## config.mk

```make
export PLATFORM = sky130hd
export DESIGN_NAME = i2c_reg_target
export DESIGN_NICKNAME = d
export VERILOG_FILES = /design/src/rtl/i2c_reg_target.sv
export SDC_FILE = /design/constraint.sdc
export NUM_CORES = 1
export LEC_CHECK = 0
export BUFFER_PORTS_ARGS = -buffer_cell sky130_fd_sc_hd__buf_2
export CAP_MARGIN = 25
export CORE_AREA = 4 4 73 75
export CTS_CLUSTER_DIAMETER = 30
export CTS_CLUSTER_SIZE = 25
export DETAILED_ROUTE_END_ITERATION = 8
export DIE_AREA = 0 0 77 79
export MAX_ROUTING_LAYER = met4
export PLACE_DENSITY_LB_ADDON = 0.25
export SETUP_SLACK_MARGIN = 0.4
export SYNTH_ARGS = -nofsm -noshare
export SYNTH_HDL_FRONTEND = slang
export SYNTH_SLANG_ARGS = --single-unit
```

## constraint.sdc

```tcl
create_clock -name clock -period 6.25 [get_ports clock]
set_input_delay 1.5625 -clock clock [delete_from_list [all_inputs] [get_ports clock]]
set_output_delay 1.5625 -clock clock [all_outputs]
set_load 0.03 [all_outputs]
```

## src/rtl/i2c_reg_target.sv

```systemverilog
// I2C target with a 7-bit address and a byte-wide register port of 2^REG_AW entries.
// The pointer auto-increments with wrap. Repeated START keeps the pointer, so pointer-then-read works.
module i2c_reg_target #(
    parameter logic [6:0]  I2C_ADDRESS = 7'h49,
    parameter int unsigned REG_AW      = 4,
    parameter int unsigned SYNC_STAGES = 2
) (
    input  logic              clock,
    input  logic              reset_n,
    input  logic              scl_in,
    input  logic              sda_in,
    output logic              sda_oe,
    output logic              wr_en,
    output logic [REG_AW-1:0] wr_addr,
    output logic [7:0]        wr_data,
    output logic [REG_AW-1:0] rd_addr,
    input  logic [7:0]        rd_data,
    output logic              rd_en,
    output logic              busy
);

    typedef enum logic [3:0] {
        StIdle, StAddr, StAddrAck, StPtr, StPtrAck,
        StWdata, StWdataAck, StRdata, StRdataAck, StIgnore
    } state_e;

    localparam logic [REG_AW-1:0] PTR_ONE = REG_AW'(1);

    logic [SYNC_STAGES-1:0] r_scl_sync, r_sda_sync;
    logic                   r_scl_prev, r_sda_prev;
    state_e                 r_state, w_state_nxt;
    logic [3:0]             r_bit_cnt, w_cnt_nxt;
    logic [6:0]             r_rx, w_rx_nxt;
    logic [6:0]             r_tx, w_tx_nxt;
    logic [REG_AW-1:0]      r_ptr, w_ptr_nxt;
    logic                   r_rw, w_rw_nxt;
    logic                   r_flag, w_flag_nxt;
    logic                   r_nack, w_nack_nxt;
    logic                   r_sda_oe, w_oe_nxt;
    logic                   r_wr_en, w_wr_en_nxt;
    logic [REG_AW-1:0]      r_wr_addr, w_wr_addr_nxt;
    logic [7:0]             r_wr_data, w_wr_data_nxt;
    logic                   r_rd_en, w_rd_en_nxt;
    logic                   r_busy, w_busy_nxt;

    logic w_scl, w_sda, w_scl_rise, w_scl_fall, w_start, w_stop;
    logic [7:0] w_byte;

    // Synchronisers reset to 1 (idle bus) so reset release never fakes an edge.
    always_ff @(posedge clock or negedge reset_n) begin
        if (!reset_n) begin
            r_scl_sync <= '1;
            r_sda_sync <= '1;
            r_scl_prev <= 1'b1;
            r_sda_prev <= 1'b1;
        end else begin
            r_scl_sync <= {r_scl_sync[SYNC_STAGES-2:0], scl_in};
            r_sda_sync <= {r_sda_sync[SYNC_STAGES-2:0], sda_in};
            r_scl_prev <= w_scl;
            r_sda_prev <= w_sda;
        end
    end

    assign w_scl      = r_scl_sync[SYNC_STAGES-1];
    assign w_sda      = r_sda_sync[SYNC_STAGES-1];
    assign w_scl_rise = w_scl & ~r_scl_prev;
    assign w_scl_fall = ~w_scl & r_scl_prev;
    // START/STOP need SCL high on both sides, so a simultaneous SCL rise is a data bit.
    assign w_start    = r_sda_prev & ~w_sda & r_scl_prev & w_scl;
    assign w_stop     = ~r_sda_prev & w_sda & r_scl_prev & w_scl;
    assign w_byte     = {r_rx, w_sda};

    always_comb begin
        w_state_nxt   = r_state;
        w_cnt_nxt     = r_bit_cnt;
        w_rx_nxt      = r_rx;
        w_tx_nxt      = r_tx;
        w_ptr_nxt     = r_ptr;
        w_rw_nxt      = r_rw;
        w_flag_nxt    = r_flag;
        w_nack_nxt    = r_nack;
        w_oe_nxt      = r_sda_oe;
        w_wr_en_nxt   = 1'b0;
        w_wr_addr_nxt = r_wr_addr;
        w_wr_data_nxt = r_wr_data;
        w_rd_en_nxt   = 1'b0;
        w_busy_nxt    = r_busy;

        if (w_stop) begin
            w_state_nxt = StIdle;
            w_cnt_nxt   = 4'd0;
            w_flag_nxt  = 1'b0;
            w_oe_nxt    = 1'b0;
            w_busy_nxt  = 1'b0;
        end else if (w_start) begin
            w_state_nxt = StAddr;
            w_cnt_nxt   = 4'd0;
            w_flag_nxt  = 1'b0;
            w_oe_nxt    = 1'b0;
        end else begin
            case (r_state)
                StAddr, StPtr, StWdata: begin
                    if (w_scl_rise) begin
                        w_rx_nxt  = w_byte[6:0];
                        w_cnt_nxt = r_bit_cnt + 4'd1;
                        if (r_bit_cnt == 4'd7) begin
                            w_cnt_nxt = 4'd0;
                            if (r_state == StAddr) begin
                                if (w_byte[7:1] == I2C_ADDRESS) begin
                                    w_state_nxt = StAddrAck;
                                    w_busy_nxt  = 1'b1;
                                    w_rw_nxt    = w_byte[0];
                                end else begin
                                    w_state_nxt = StIgnore;
                                    w_busy_nxt  = 1'b0;
                                end
                            end else if (r_state == StPtr) begin
                                w_ptr_nxt   = w_byte[REG_AW-1:0];
                                w_state_nxt = StPtrAck;
                            end else begin
                                w_wr_en_nxt   = 1'b1;
                                w_wr_addr_nxt = r_ptr;
                                w_wr_data_nxt = w_byte;
                                w_ptr_nxt     = r_ptr + PTR_ONE;
                                w_state_nxt   = StWdataAck;
                            end
                        end
                    end
                end
                StAddrAck, StPtrAck, StWdataAck: begin
                    // r_flag marks that the ACK slot is open; the next SCL fall closes it.
                    if (w_scl_fall) begin
                        if (!r_flag) begin
                            w_flag_nxt = 1'b1;
                            w_oe_nxt   = 1'b1;
                        end else begin
                            w_flag_nxt = 1'b0;
                            w_oe_nxt   = 1'b0;
                            w_cnt_nxt  = 4'd0;
                            if (r_state == StAddrAck && r_rw) begin
                                w_state_nxt = StRdata;
                                w_tx_nxt    = rd_data[6:0];
                                w_oe_nxt    = ~rd_data[7];
                                w_rd_en_nxt = 1'b1;
                            end else if (r_state == StAddrAck) begin
                                w_state_nxt = StPtr;
                            end else begin
                                w_state_nxt = StWdata;
                            end
                        end
                    end
                end
                StRdata: begin
                    if (w_scl_rise) begin
                        w_cnt_nxt = r_bit_cnt + 4'd1;
                    end else if (w_scl_fall) begin
                        if (r_bit_cnt == 4'd8) begin
                            w_oe_nxt    = 1'b0;
                            w_cnt_nxt   = 4'd0;
                            w_state_nxt = StRdataAck;
                        end else begin
                            w_oe_nxt = ~r_tx[6];
                            w_tx_nxt = {r_tx[5:0], 1'b0};
                        end
                    end
                end
                StRdataAck: begin
                    if (w_scl_rise) begin
                        w_nack_nxt = w_sda;
                        w_flag_nxt = 1'b1;
                        w_ptr_nxt  = r_ptr + PTR_ONE;
                    end else if (w_scl_fall && r_flag) begin
                        w_flag_nxt = 1'b0;
                        if (r_nack) begin
                            w_state_nxt = StIgnore;
                        end else begin
                            w_state_nxt = StRdata;
                            w_tx_nxt    = rd_data[6:0];
                            w_oe_nxt    = ~rd_data[7];
                            w_rd_en_nxt = 1'b1;
                        end
                    end
                end
                default: ;
            endcase
        end
    end

    always_ff @(posedge clock or negedge reset_n) begin
        if (!reset_n) begin
            r_state   <= StIdle;
            r_bit_cnt <= 4'd0;
            r_rx      <= '0;
            r_tx      <= '0;
            r_ptr     <= '0;
            r_rw      <= 1'b0;
            r_flag    <= 1'b0;
            r_nack    <= 1'b0;
            r_sda_oe  <= 1'b0;
            r_wr_en   <= 1'b0;
            r_wr_addr <= '0;
            r_wr_data <= '0;
            r_rd_en   <= 1'b0;
            r_busy    <= 1'b0;
        end else begin
            r_state   <= w_state_nxt;
            r_bit_cnt <= w_cnt_nxt;
            r_rx      <= w_rx_nxt;
            r_tx      <= w_tx_nxt;
            r_ptr     <= w_ptr_nxt;
            r_rw      <= w_rw_nxt;
            r_flag    <= w_flag_nxt;
            r_nack    <= w_nack_nxt;
            r_sda_oe  <= w_oe_nxt;
            r_wr_en   <= w_wr_en_nxt;
            r_wr_addr <= w_wr_addr_nxt;
            r_wr_data <= w_wr_data_nxt;
            r_rd_en   <= w_rd_en_nxt;
            r_busy    <= w_busy_nxt;
        end
    end

    assign sda_oe  = r_sda_oe;
    assign wr_en   = r_wr_en;
    assign wr_addr = r_wr_addr;
    assign wr_data = r_wr_data;
    assign rd_addr = r_ptr;
    assign rd_en   = r_rd_en;
    assign busy    = r_busy;

endmodule

```

==> summary.md, run 1 <==
| Metric | Value |
|---|---|
| Status | finished, final reports clean |
| Sequential fraction of design power | 42.9% |
| Vias in the first global route | 2120 |
| Top FF cell, synth | dfrtp_1 |
| Slew Limit Headroom | 42.1% |
| Largest stage delay, worst path | 0.78 ns |
| Pwr/cell area | 411 nW/µm² |
| Ports | 32 |
| Power share of the clock group | 15.0% |
| Port bufs | 31 |
| EDFF count, synth | 0 |
| Max-cap viol count | 0 |
| Die width | 77 µm |
| Fin Clk Skew | 0.00678 ns |
| CTS buffer count | 5 |
| Post-CTS setup buffers | 0 |
| Syn_area_per_cell | 9.96 µm² |
| Worst-path clk slew | 0.09 ns |
| Logic pwr share | 42.1% |
| Sw frac | 41.5% |
| Ys async rst share | 100% |
| RSZ-0062 raised after global routing | false |
| Share of the synthesized area in the top cell type | 39.5% |
| Most common cell after layout, fill and taps aside | dfrtp_1 |
| Fmax | 361 MHz |
| Worst slack at placement | 3.52 ns |
| Core Rows | 25 |
| Multi-input gate area | 1440 µm² |
| DRC | 0 |
| Design area | 3090 µm² |
| DP Area | 3000 µm² |
| Vias per cell | 6.06 |
| Via Count | 2201 |
| CP max-delay cell | nor4b_2 |
| Startpoint types | register |
| Hold_buf cts | 0 |
| Post-Syn Instances | 286 |
| Synth warn | 0 |
| # diodes | 0 |
| Commonest cells after routing, fill and taps aside | 45 x dfrtp_1, 36 x nand2_1, 31 x buf_2 |
| Period Utilization, post-route | 44.3% |
| Nets | 325 |
| Final hold viol count | 0 |
| H-tree depth | 2 |
| HP Class | reg -> reg |
| Peak supply drop | 0.216 mV |
| WP data arrival | 2.96 ns |
| Mapped Area | 2850 µm² |
| Register Area | 1280 µm² |
| Switch Pwr | 0.528 mW |
| Flop and latch count out of synthesis | 51 |
| Top cell type by total area after synthesis | dfrtp_1 |
| Final RePlAce weighted congestion | 0.949 |
| Detailed Place HPWL | 4150 µm |
| Worst-Margin Slew | 0.869 ns |
| Routed Antenna Nets | 0 |
| Worst R2R Path Depth | 5 |
| Final min period | 2.77 ns |
| Filler cell count | 364 |
| Share of cells above drive strength 1 | 27.2% |
| Routed WL per cell | 16.1 µm |
| Initial Utilization | 61.1% |
| Clk root buf | clkbuf_8 |
| DIE AREA | 6080 µm² |
| Netlist cell types | 53 |
| Overall power | 1.27 mW |
| First-pass DRT Iterations | 4 |
| Grt ovf | 0 |
| Final wirelength | 5850 µm |
| Chain of cells forming the critical path | nor4b_2, o21ai_0, a21oi_1, o21bai_1, mux2_2 |
| Area growth syn-to-layout | 8.57% |
| Die height | 79 µm |
| Core Area | 4660 µm² |
| Hold depth | 0 |
| TNS Setup | 0 ns |
| Initial antenna violation count | 0 |
| Crit path max fanout | 21 |
| CTS tree | done |
| Setup crit end kind | register |
| # resized after CTS | 0 |
| Final setup fails | 0 |
| Static Leak | 1.42 nW |
| CTS Buffer Depth | 2 |
| Setup ws final | 3.48 ns |
| DRT iter0 DRCs | 287 |
| First-pass GRT wire length | 10400 µm |
| Total GRT Usage | 21.5% |
| Final slew viol count | 0 |
| Largest net degree at the start of global routing | 52 |
| CP required | 6.44 ns |
| Crit path kind | reg -> reg |
| Mapped Nets | 303 |
| Internal power | 0.743 mW |
| Share of the yosys chip area belonging to registers | 45.1% |
| Clk sinks | 51 |
| Hold WS | 0.361 ns |
| Clock Latency Late Sink | 0.30 ns |
| Synth top area cells | dfrtp_1 40%, mux2_2 11%, dfstp_2 5.5%, nand2_1 4.7%, nand3_1 2.8% |
## cell families (layout without fill, tap and decap cells)
kind of cell	after synthesis	count (layout)	share of synthesized area, %
buf+inv	27	50	4.22
xor+xnor	1	1	0.308
compound gates	58	58	14.5
fa+ha+maj	5	5	2.20
mux	31	31	12.2
simple gates	113	113	21.5
flops	51	51	45.1
## worst max-delay path, delay by kind of cell, from the launching register on
kind	cells	cell delay, ns
multiplexers	1	0.37
flip-flops	1	0.73
AND/OR/NAND/NOR	1	0.78
AO/OA/AOI/OAI	3	0.77
## power by group through the flow
stage / clock (mW) / combinational [mW] / sequential (mW)
6_report: 0.191 / 0.535 / 0.546
5_1_grt: 0.216 / 0.593 / 0.564
4_1_cts: 0.201 / 0.534 / 0.542
3_5_place_dp: 0 / 0.532 / 0.548
3_3_place_gp: 0 / 0.517 / 0.548
2_1_floorplan: 0 / 0.479 / 0.489
## cell type report
cell class                 count  share of cell area (%)
clock buffer                   5                    2.23
tap                           54                    2.19
timing repair buffer          33                    5.50
multi-input combinational    208                    46.7
sequential                    51                    41.5
clock inverter                 3                   0.769
inverter                       9                    1.09
## through the flow
| stage | utilization [%] | instances |
|---|---|---|
| 2_1_floorplan | - | 286 |
| 3_3_place_gp | 64.3 | 355 |
| 3_5_place_dp | 64.3 | 355 |
| 4_1_cts | 66.3 | 363 |
| 5_1_grt | 66.3 | 363 |
| 6_report | 66.3 | 363 |
## layer usage
metal  track usage [%]  up-vias  part of all wire, %  wire length (µm)
met4              5.87        0                  1.1                63
met5                 -        -                    0                 0
met3              3.97        6                  5.4               318
li1                  -     1089                    -                 -
met1              31.3     1044                   49              2840
met2              31.3       62                   45              2630
## final timing paths
path / start / end / slack [ns]
worst min-delay path: r_sda_sync[0] / r_sda_sync[1] / 0.36
worst max register to register: r_state[3] / r_state[3] / 3.48
worst min register to register: r_sda_sync[0] / r_sda_sync[1] / 0.36
min in group asynchronous: reset_n / r_tx[6] / 1.36
worst max-delay path: r_state[3] / r_state[3] / 3.48
max in group asynchronous: reset_n / busy / 4.47
## synthesized netlist by cell type, drive strengths merged, types with 2 or more instances
library cell and n:
nand3 16, nor3b 5, o21ai 9, clkbuf 8, o21bai 2, dfrtp 45
nand2 37, a41oi 4, dfstp 6, buf 10, and3b 3, inv 9
o2bb2ai 3, o211ai 2, mux2 29, or2 2, nor3 12, nand2b 4
nand4b 3, o31ai 2, nor2b 6, a22o 2, a211oi 3, nor4 3
ha 5, o22ai 3, o32ai 2, mux2i 2, and2 4, a311o 2
a21oi 15, a21o 3, nor2 10
## state kept, by name, indices dropped and copies added (netlist names), 2 cells and up
register    count
wr_addr         4
r_state         4
r_sda_sync      2
r_bit_cnt       4
r_rx            7
r_scl_sync      2
r_tx            7
wr_data         8
rd_addr         4
(Power assumes the default switching activity.)
==> run 2, diff against run 1 <==
Settings changed: CORE_AREA 4 4 73 75 to 4 4 76 78, DIE_AREA 0 0 77 79 to 0 0 80 82.
Clock period 6.25 ns to 2.6 ns, I/O delays scaled along.
==> summary.md, run 2 (synthesis gave the netlist of run 1 again) <==
| Metric | Value |
|---|---|
| DRT iter0 DRCs | 251 |
| Multi-input gate area | 1490 µm² |
| Filler cell count | 402 |
| Initial Utilization | 56.1% |
| Inst Count DP | 382 |
| CTS Buffer Depth | 2 |
| Peak supply drop | 0.511 mV |
| Worst path top cell family by delay | simple AND/OR/NAND/NOR gates |
| Grt ovf | 0 |
| Final Core Density | 66.7% |
| Largest stage delay, worst path | 0.48 ns |
| Commonest cells after routing, fill and taps aside | 41 x dfrtp_1, 36 x nand2_1, 31 x buf_2 |
| Crit path max fanout | 20 |
| Reg2Reg Setup Slack | 0.43 ns |
| Detailed Place HPWL | 4570 µm |
| Routed WL per cell | 16.3 µm |
| CP max-delay cell | or3b_2 |
| Final hold viol count | 0 |
| Largest net degree at the start of global routing | 22 |
| CTS tree | done |
| Setup crit end kind | register |
| Final min period | 2.17 ns |
| Clock Latency Late Sink | 0.30 ns |
| Initial antenna violation count | 0 |
| Share of cells above drive strength 1 | 36.1% |
| Total GRT Usage | 21.6% |
| RR Startpoint | r_state[0] |
| DIE AREA | 6560 µm² |
| Overall power | 3.43 mW |
| Register Area | 1290 µm² |
| First-pass GRT wire length | 10800 µm |
| WP data arrival | 2.36 ns |
| Final RePlAce weighted congestion | 0.908 |
| Core Rows | 26 |
| First-pass DRT Iterations | 5 |
| H-tree depth | 2 |
| Startpoint types | register |
| Via Count | 2368 |
| Final setup fails | 0 |
| Pwr/cell area | 1010 nW/µm² |
| # diodes | 0 |
| Max reg flops | 8 |
| Critical R2R Capture | r_tx[5] |
| Ports | 32 |
| Critical path buffers and inverters | 2 |
| Vias per cell | 5.85 |
| WL met2 | 3060 µm |
| Static Leak | 1.57 nW |
| DRC | 0 |
| Worst-Margin Slew | 0.507 ns |
| CTS buffer count | 5 |
| Crit path kind | reg -> reg |
| Hold WS | 0.304 ns |
| Routed Antenna Nets | 0 |
| Most common cell after layout, fill and taps aside | dfrtp_1 |
| Clk sinks | 51 |
| Fmax | 462 MHz |
| Period Utilization, post-route | 83.3% |
| Worst R2R Path Depth | 7 |
| Status | finished, final reports clean |
| Top cell by count, worst path | buf_4 |
| Final wirelength | 6610 µm |
| Worst-path clk slew | 0.09 ns |
| Final cell count without fillers | 405 |
| Die height | 82 µm |
| Clk root buf | clkbuf_8 |
| Die width | 80 µm |
| CP required | 2.79 ns |
| Chain of cells forming the critical path | buf_4, or3b_2, o221ai_2, nand2_2, a211oi_4, buf_4, mux2_2 |
| Highest Signal Layer | met4 |
| RSZ-0062 raised after global routing | true |
| Nets | 351 |
| Met3 wire length | 407 µm |
| Core Area | 5070 µm² |
| Hold_buf cts | 0 |
| Port bufs | 31 |
| Area growth syn-to-layout | 18.9% |
| TNS Setup | 0 ns |
| Slew Limit Headroom | 66.2% |
| HP Class | in -> async |
| Final slew viol count | 0 |
| Met1 WL | 2990 µm |
| Max-cap viol count | 0 |
| Vias in the first global route | 2164 |
| Fin Clk Skew | 0.00552 ns |
run 2: changes by cell type in the layout (fill, tap and decap cells not counted), sizes merged:
cell and change:
bufinv +1, buf +26, clkinvlp -1
run 2: power by group:
part	switching [mW]	internal, mW
logic	0.881	0.764
clock network	0.271	0.292
registers	0.218	1.00
run 2: how the worst max path moves through the flow:
| stage | start | endpoint | slack [ns] | depth (start not counted) |
|---|---|---|---|---|
| 2_1_floorplan | r_state[1] | r_tx[1] | 0.39 | 7 |
| 3_3_place_gp | r_scl_sync[1] | r_bit_cnt[1] | 0.24 | 6 |
| 3_5_place_dp | r_scl_prev | r_tx[5] | 0.23 | 7 |
| 4_1_cts | r_state[0] | r_tx[5] | 0.39 | 7 |
| 5_1_grt | r_bit_cnt[0] | r_state[3] | 0.35 | 6 |
| 6_report | r_state[0] | r_tx[5] | 0.43 | 7 |
run 2: cell type report:
cell class,instances,share of cell area (%)
clock buffer,5,2.03
clock inverter,3,1.40
inverter,9,0.998
multi-input combinational,208,44.0
sequential,51,38.1
tap,70,2.59
timing repair buffer,59,10.9
run 2: metrics by stage:
| step | setup WS, ns | cell area, µm² |
|---|---|---|
| floorplan | 0.394 | 2860 |
| global placement | 0.241 | 3110 |
| detailed placement | 0.230 | 3110 |
| CTS | 0.386 | 3260 |
| global route | 0.353 | 3390 |
| finish | 0.434 | 3390 |
run 2: what timing repair did:
action | in CTS | in global routing
pin swaps | 1 | 4
setup endpoints to repair | 24 | 37
resized for setup | 5 | 11
cloned | 0 | 0
setup buffers | 2 | 13
run 2: layer usage:
layer	global-route usage [%]	vias to the layer above
li1	-	1134
met1	30.3	1120
met2	32.2	99
met3	2.96	15
met4	7.60	0
met5	-	-
